[src/rtl/fir_cfg_ctrl.sv]
// rtl/fir_cfg_ctrl.sv - FIR coefficient shadow RAM and drain/reload controller
// Optional shadow readback port pair enabled by defining FIR_CFG_READBACK_EN.
module fir_cfg_ctrl #(
  parameter real TCQ           = 0.1,
  parameter int  FIR_TAP_WIDTH = 32,
  parameter int  FIR_TAP_NUM   = 79,
  parameter int  DS_MAX        = 19,
  parameter int  DRAIN_CYCLES  = 64
) (
  input  logic                     clk_i,
  input  logic                     rst_i,
  input  logic                     cfg_wr_i,
  input  logic [9:0]               cfg_addr_i,
  input  logic [FIR_TAP_WIDTH-1:0] cfg_data_i,
  input  logic [7:0]               cfg_ds_i,
  input  logic                     cfg_commit_i,
  output logic                     busy_o,
  output logic                     done_o,
  output logic                     err_o,
  input  logic                     s_axis_tvalid_i,
  output logic                     s_axis_tready_o,
  output logic                     fir_s_tvalid_o,
  input  logic                     fir_s_tready_i,
  input  logic                     fir_m_tvalid_i,
  output logic                     fir_tap_vld_o,
  output logic [9:0]               fir_tap_addr_o,
  output logic [FIR_TAP_WIDTH-1:0] fir_tap_data_o,
`ifdef FIR_CFG_READBACK_EN
  input  logic [9:0]               rd_addr_i,
  output logic [FIR_TAP_WIDTH-1:0] rd_data_o,
`endif
  output logic [7:0]               fir_down_sample_num_o
);

  localparam int AW = (FIR_TAP_NUM > 1) ? $clog2(FIR_TAP_NUM) : 1;
  localparam int CW = $clog2(DRAIN_CYCLES + 1);
  localparam logic [CW-1:0] CNT_MAX   = CW'(DRAIN_CYCLES);
  localparam logic [9:0]    TAP_NUM_L = 10'(FIR_TAP_NUM);
  localparam logic [7:0]    DS_MAX_L  = 8'(DS_MAX);

  if (TCQ < 0.0 || DRAIN_CYCLES < 1 || DS_MAX > 255 || FIR_TAP_NUM > 1024) begin : g_param_check
    $error("fir_cfg_ctrl: illegal parameter combination");
  end

  typedef enum logic [1:0] {IDLE, DRAIN, LOAD, DSUPD} state_t;

  state_t                   state_q, state_d;
  logic [CW-1:0]            cnt_q, cnt_d;
  logic [9:0]               idx_q, idx_d;
  logic [7:0]               ds_lat_q, ds_lat_d;
  logic [7:0]               ds_q, ds_d;
  logic                     tap_vld_q, tap_vld_d;
  logic [9:0]               tap_addr_q, tap_addr_d;
  logic [FIR_TAP_WIDTH-1:0] tap_data_q, tap_data_d;
  logic                     err_q, err_d;
  logic                     shadow_we;
  logic [FIR_TAP_WIDTH-1:0] shadow_q [FIR_TAP_NUM];

  always_ff @(posedge clk_i) begin
    if (rst_i) begin
      state_q    <= IDLE;
      cnt_q      <= '0;
      idx_q      <= '0;
      ds_lat_q   <= '0;
      ds_q       <= '0;
      tap_vld_q  <= 1'b0;
      tap_addr_q <= '0;
      tap_data_q <= '0;
      err_q      <= 1'b0;
    end else begin
      state_q    <= state_d;
      cnt_q      <= cnt_d;
      idx_q      <= idx_d;
      ds_lat_q   <= ds_lat_d;
      ds_q       <= ds_d;
      tap_vld_q  <= tap_vld_d;
      tap_addr_q <= tap_addr_d;
      tap_data_q <= tap_data_d;
      err_q      <= err_d;
    end
  end

  always_comb begin
    state_d    = state_q;
    cnt_d      = cnt_q;
    idx_d      = idx_q;
    ds_lat_d   = ds_lat_q;
    ds_d       = ds_q;
    tap_vld_d  = 1'b0;
    tap_addr_d = tap_addr_q;
    tap_data_d = tap_data_q;
    err_d      = 1'b0;
    shadow_we  = 1'b0;
    case (state_q)
      IDLE: begin
        if (cfg_wr_i) begin
          if (cfg_addr_i < TAP_NUM_L) shadow_we = 1'b1;
          else                        err_d     = 1'b1;
        end
        if (cfg_commit_i) begin
          state_d  = DRAIN;
          cnt_d    = '0;
          ds_lat_d = (cfg_ds_i > DS_MAX_L) ? DS_MAX_L : cfg_ds_i;
        end
      end
      DRAIN: begin
        if (fir_m_tvalid_i)        cnt_d = '0;
        else if (cnt_q != CNT_MAX) cnt_d = cnt_q + 1'b1;
        // Tap 0 is issued on the exit edge so the first strobe lands right after drain.
        if (cnt_d == CNT_MAX) begin
          state_d    = LOAD;
          tap_vld_d  = 1'b1;
          tap_addr_d = '0;
          tap_data_d = shadow_q[0];
          idx_d      = 10'd1;
        end
      end
      LOAD: begin
        if (idx_q < TAP_NUM_L) begin
          tap_vld_d  = 1'b1;
          tap_addr_d = idx_q;
          tap_data_d = shadow_q[idx_q[AW-1:0]];
          idx_d      = idx_q + 10'd1;
        end else begin
          state_d = DSUPD;
          ds_d    = ds_lat_q;
        end
      end
      DSUPD:   state_d = IDLE;
      default: state_d = IDLE;
    endcase
    if (state_q != IDLE && (cfg_wr_i || cfg_commit_i)) err_d = 1'b1;
  end

  always_ff @(posedge clk_i) begin
    if (rst_i) begin
      for (int i = 0; i < FIR_TAP_NUM; i++) shadow_q[i] <= '0;
    end else if (shadow_we) begin
      shadow_q[cfg_addr_i[AW-1:0]] <= cfg_data_i;
    end
  end

`ifdef FIR_CFG_READBACK_EN
  logic [FIR_TAP_WIDTH-1:0] rd_data_q;
  always_ff @(posedge clk_i) begin
    if (rst_i)                       rd_data_q <= '0;
    else if (rd_addr_i < TAP_NUM_L)  rd_data_q <= shadow_q[rd_addr_i[AW-1:0]];
    else                             rd_data_q <= '0;
  end
  assign rd_data_o = rd_data_q;
`endif

  // Upstream stream passes straight through only while no reconfiguration is running.
  assign fir_s_tvalid_o        = (state_q == IDLE) && s_axis_tvalid_i;
  assign s_axis_tready_o       = (state_q == IDLE) && fir_s_tready_i;
  assign busy_o                = (state_q != IDLE);
  assign done_o                = (state_q == DSUPD);
  assign err_o                 = err_q;
  assign fir_tap_vld_o         = tap_vld_q;
  assign fir_tap_addr_o        = tap_addr_q;
  assign fir_tap_data_o        = tap_data_q;
  assign fir_down_sample_num_o = ds_q;

endmodule

[config.mk]
export PLATFORM = sky130hd
export DESIGN_NAME = fir_cfg_ctrl
export DESIGN_NICKNAME = d
export VERILOG_FILES = /design/src/rtl/fir_cfg_ctrl.sv
export SDC_FILE = /design/constraint.sdc
export NUM_CORES = 2
export LEC_CHECK = 0
export CORE_ASPECT_RATIO = 1.4
export CORE_MARGIN = 8
export CORE_UTILIZATION = 25
export DETAILED_ROUTE_END_ITERATION = 16
export DONT_BUFFER_PORTS = 1
export HOLD_SLACK_MARGIN = 0.1
export SLEW_MARGIN = 40
export SYNTH_ARGS = -nofsm -noshare
export SYNTH_HDL_FRONTEND = slang
export SYNTH_SLANG_ARGS = --single-unit
[constraint.sdc]
create_clock -name clk_i -period 3 [get_ports clk_i]
set_input_delay 0.6 -clock clk_i [delete_from_list [all_inputs] [get_ports clk_i]]
set_output_delay 0.6 -clock clk_i [all_outputs]
set_load 0.05 [all_outputs]
==> impl_results.md <==
- H-tree Lvls: 5
- Synthesized area: 177300 µm²
- Met3 GRT Util: 0.01984
- Cells after Synth: 10.03k
- Failing checks: setup timing
- Post-synthesis async set-or-reset flop share: 0
- First-pass GRT wire length: 717400 µm
- Seq/Total Area, Yosys: 0.7034
- IO Count: 113
- Antenna-violating nets left: 0
- Final worst slack: -0.1791 ns
- Starting Density: 0.2504
- Setup violations, final: 1587
- Gr usage total: 0.1333
- M1 GR Usage: 0.1453
- Relative slew slack: 0.3023
- Worst-path clk slew: 0.07 ns
- DP Wirelength: 330100 µm
- Global placement routability congestion: 0.8434
- Final Cycle Share: 1.060
- Die span in y: 1012 µm
- Post-synth top area share: 0.6937
- Critical path arrival: 3.81 ns
- Filler Cell Count: 68.82k
- DP Worst Slack: -0.5931 ns
- Initial DRC count: about 8.1k
- Largest area contributor in the netlist: edfxtp_1
- Initial antenna violation count: 34
- Horiz. Die Dim: approximately 730 µm
- Total die area: 736800 µm²
- CP Class: reg -> reg
- Smallest hold slack: between 0.1 and 0.15 ns
- Final core occ: 0.3139
- Synth unique cells: 66
- VDD IR max: 0.4763 mV
- Multi-input logic area: 56540 µm²
- HP Class: in -> reg
- Via Count: roughly 96k
- GR Overflow Total: 0
- Largest net degree at the start of global routing: 129
- Maxcap violations: 0
- Commonest non-fill, non-tap cell in the layout: edfxtp_1
- Outcome: finished, violations left
- Vias in the first global route: 99.12k
- P&R area growth vs syn: 25.33%
- Crit path time final: 3.179 ns
- Worst Skew: 0.1013 ns
- Final net count: around 12k
- Clock Latency Late Sink: 0.95 ns
- Setup TNS Final: -73.11 ns
- CTS Buf Count: 377
- RSZ-0062 raised after global routing: yes
- Drt wl/cell: 23.16 µm
- Power Density: 632.4 nW/µm²
- CP startpoint kind: flip-flop
- # DRC: 0
- CP Capture Type: flip-flop
- Synth warn: 0
- Area contributors post-synth: edfxtp_1 69%, mux4_2 14%, and2_1 9.0%, clkbuf_1 1.5%, a22oi_1 1.1%
- Max FO, Critical Path: 10
- Pre-antenna DRT Iters: 5
- Number of flops mapped to enable cells by yosys: 4096
- CTS tree: done
- Core footprint: 708000 µm²
- Design Power: 140.5 mW
- Root Buffer: clkbuf_16
- Vias/cell: 4.315
- Port bufs: 0
- Std cell rows: 366
- Post-Route WL: 513500 µm
- Total clock sinks: approximately 4.2k
- Worst slew pin tran: 1.047 ns
- Layout cell share with drive strength beyond 1: 0.2641
- Clk buf depth: 4
- Gr busiest metal: met2
- Max Freq: ~0.31 GHz
- Final Hold Viols: 0
- Ys flop type: edfxtp_1
- #FFs+latches synth: 4182
- Grt met2 use: 0.2499
- LEAKAGE: between 70 and 80 nW
- Worst EP required: 3.63 ns
- Avg Cell Area, Syn: 17.68 µm²
- Most frequent cells in the layout: 4096 x edfxtp_1, 2536 x and2_1, 1568 x conb_1
- FF/Latch Area: 124800 µm²
- Final Slew Violations: 0
## cells by family (layout without fill, tap and decap cells)
kind of cell / after synthesis / in the layout / share of synthesized area
xor+xnor: 7 / 7 / 0.0003458
flops: 4182 / 4182 / 0.7034
other cells: 1 / 1614 / 0.00002115
fa+ha+maj: 7 / 7 / 0.0004940
compound gates: 613 / 613 / 0.02426
simple gates: 3105 / 3105 / 0.1055
mux: 1207 / 1207 / 0.1439
buf+inv: 904 / 2055 / 0.02200
## registers in the layout, indices dropped and copies added, names as in the netlist, named ones only
signal,cells
cnt_q,7
ds_lat_q,8
fir_down_sample_num_o,8
shadow_q,4096
err_o,1
fir_tap_vld_o,1
fir_tap_data_o,32
state_q,2
fir_tap_addr_o,10
idx_q,10
## cells in the mapped netlist (all sizes together), types with 2 or more instances
cell type  number
a211o           2
a211oi         64
a21oi         122
a221oi         29
a22oi         256
a311oi          4
a31oi           4
and2         2539
and3           33
buf           202
clkbuf        690
dfxtp          86
edfxtp       4096
ha              7
inv            12
mux2i         132
mux4         1074
nand2         140
nand2b          5
nand3          48
nand3b          2
nand4           9
nor2          160
nor2b          10
nor3           46
nor4           13
nor4b           3
o211ai          3
o21ai          43
o221ai         51
o22ai          23
o31a            4
o31ai           2
or2            80
or3             3
or3b            2
or4             5
or4b            3
xnor2           3
xor2            4
## report_power, final
group	switching, mW	internal (mW)
logic	11.7	12.5
clock network	22.0	26.2
registers	0.965	67.2
## path summary, 6_finish.rpt
kind	start	to	slack, ns	cells past startpoint
setup / recovery	state_q[1]	shadow_q[7][11]	-0.18	13
hold / removal	cfg_data_i[13]	shadow_q[109][13]	0.12	1
setup reg to reg	state_q[1]	shadow_q[7][11]	-0.18	13
hold reg to reg	idx_q[8]	idx_q[8]	0.45	2
## metal layers
metal / share of wire / up-vias / wire length (µm)
met3: 0.054 / 798 / 27940
met4: 0.060 / 10 / 30850
met5: 0.00014 / - / 70
li1: - / 41884 / -
met1: 0.36 / 50238 / 182400
met2: 0.53 / 2758 / 272300
## worst max-delay path, cell delays in order, from the launching register on
cell and delay (ns):
dfxtp_2 0.32, inv_2 0.07, ha_4 0.15, clkinvlp_4 0.25
or4_4 0.58, a21oi_4 0.14, and4b_2 0.29, buf_6 0.12
nand3_4 0.07, buf_12 0.17, buf_6 0.12, nor2_4 0.08
or2_4 0.27, clkbuf_16 0.24
## cell type report
| class | instances | area share |
|---|---|---|
| flip-flops and latches | 4182 | 0.5615 |
| multi-input cells | 6507 | 0.2544 |
| repair buffers | 1345 | 0.07602 |
| well taps | 9384 | 0.05284 |
| clock buffers | 478 | 0.04543 |
| clock inverters | 220 | 0.009054 |
| diodes | 46 | 0.0005180 |
| inverters | 12 | 0.0002534 |
## repair_timing
action                     4_1_cts  5_1_grt
hold endpoints to repair      3892        4
setup buffers                   70      101
setup endpoints to repair     2294     2229
cloned                          14       23
hold buffers                    66        1
pin swaps                       41       62
gates resized for setup        219      225
## through the flow
stage          std cells  cell area (µm²)
2_1_floorplan      11593           183400
3_3_place_gp       21155           203700
3_5_place_dp       21162           204000
4_1_cts            22008           219600
5_1_grt            22138           222100
6_report           22174           222200
Power figures use the tool's default switching activity.
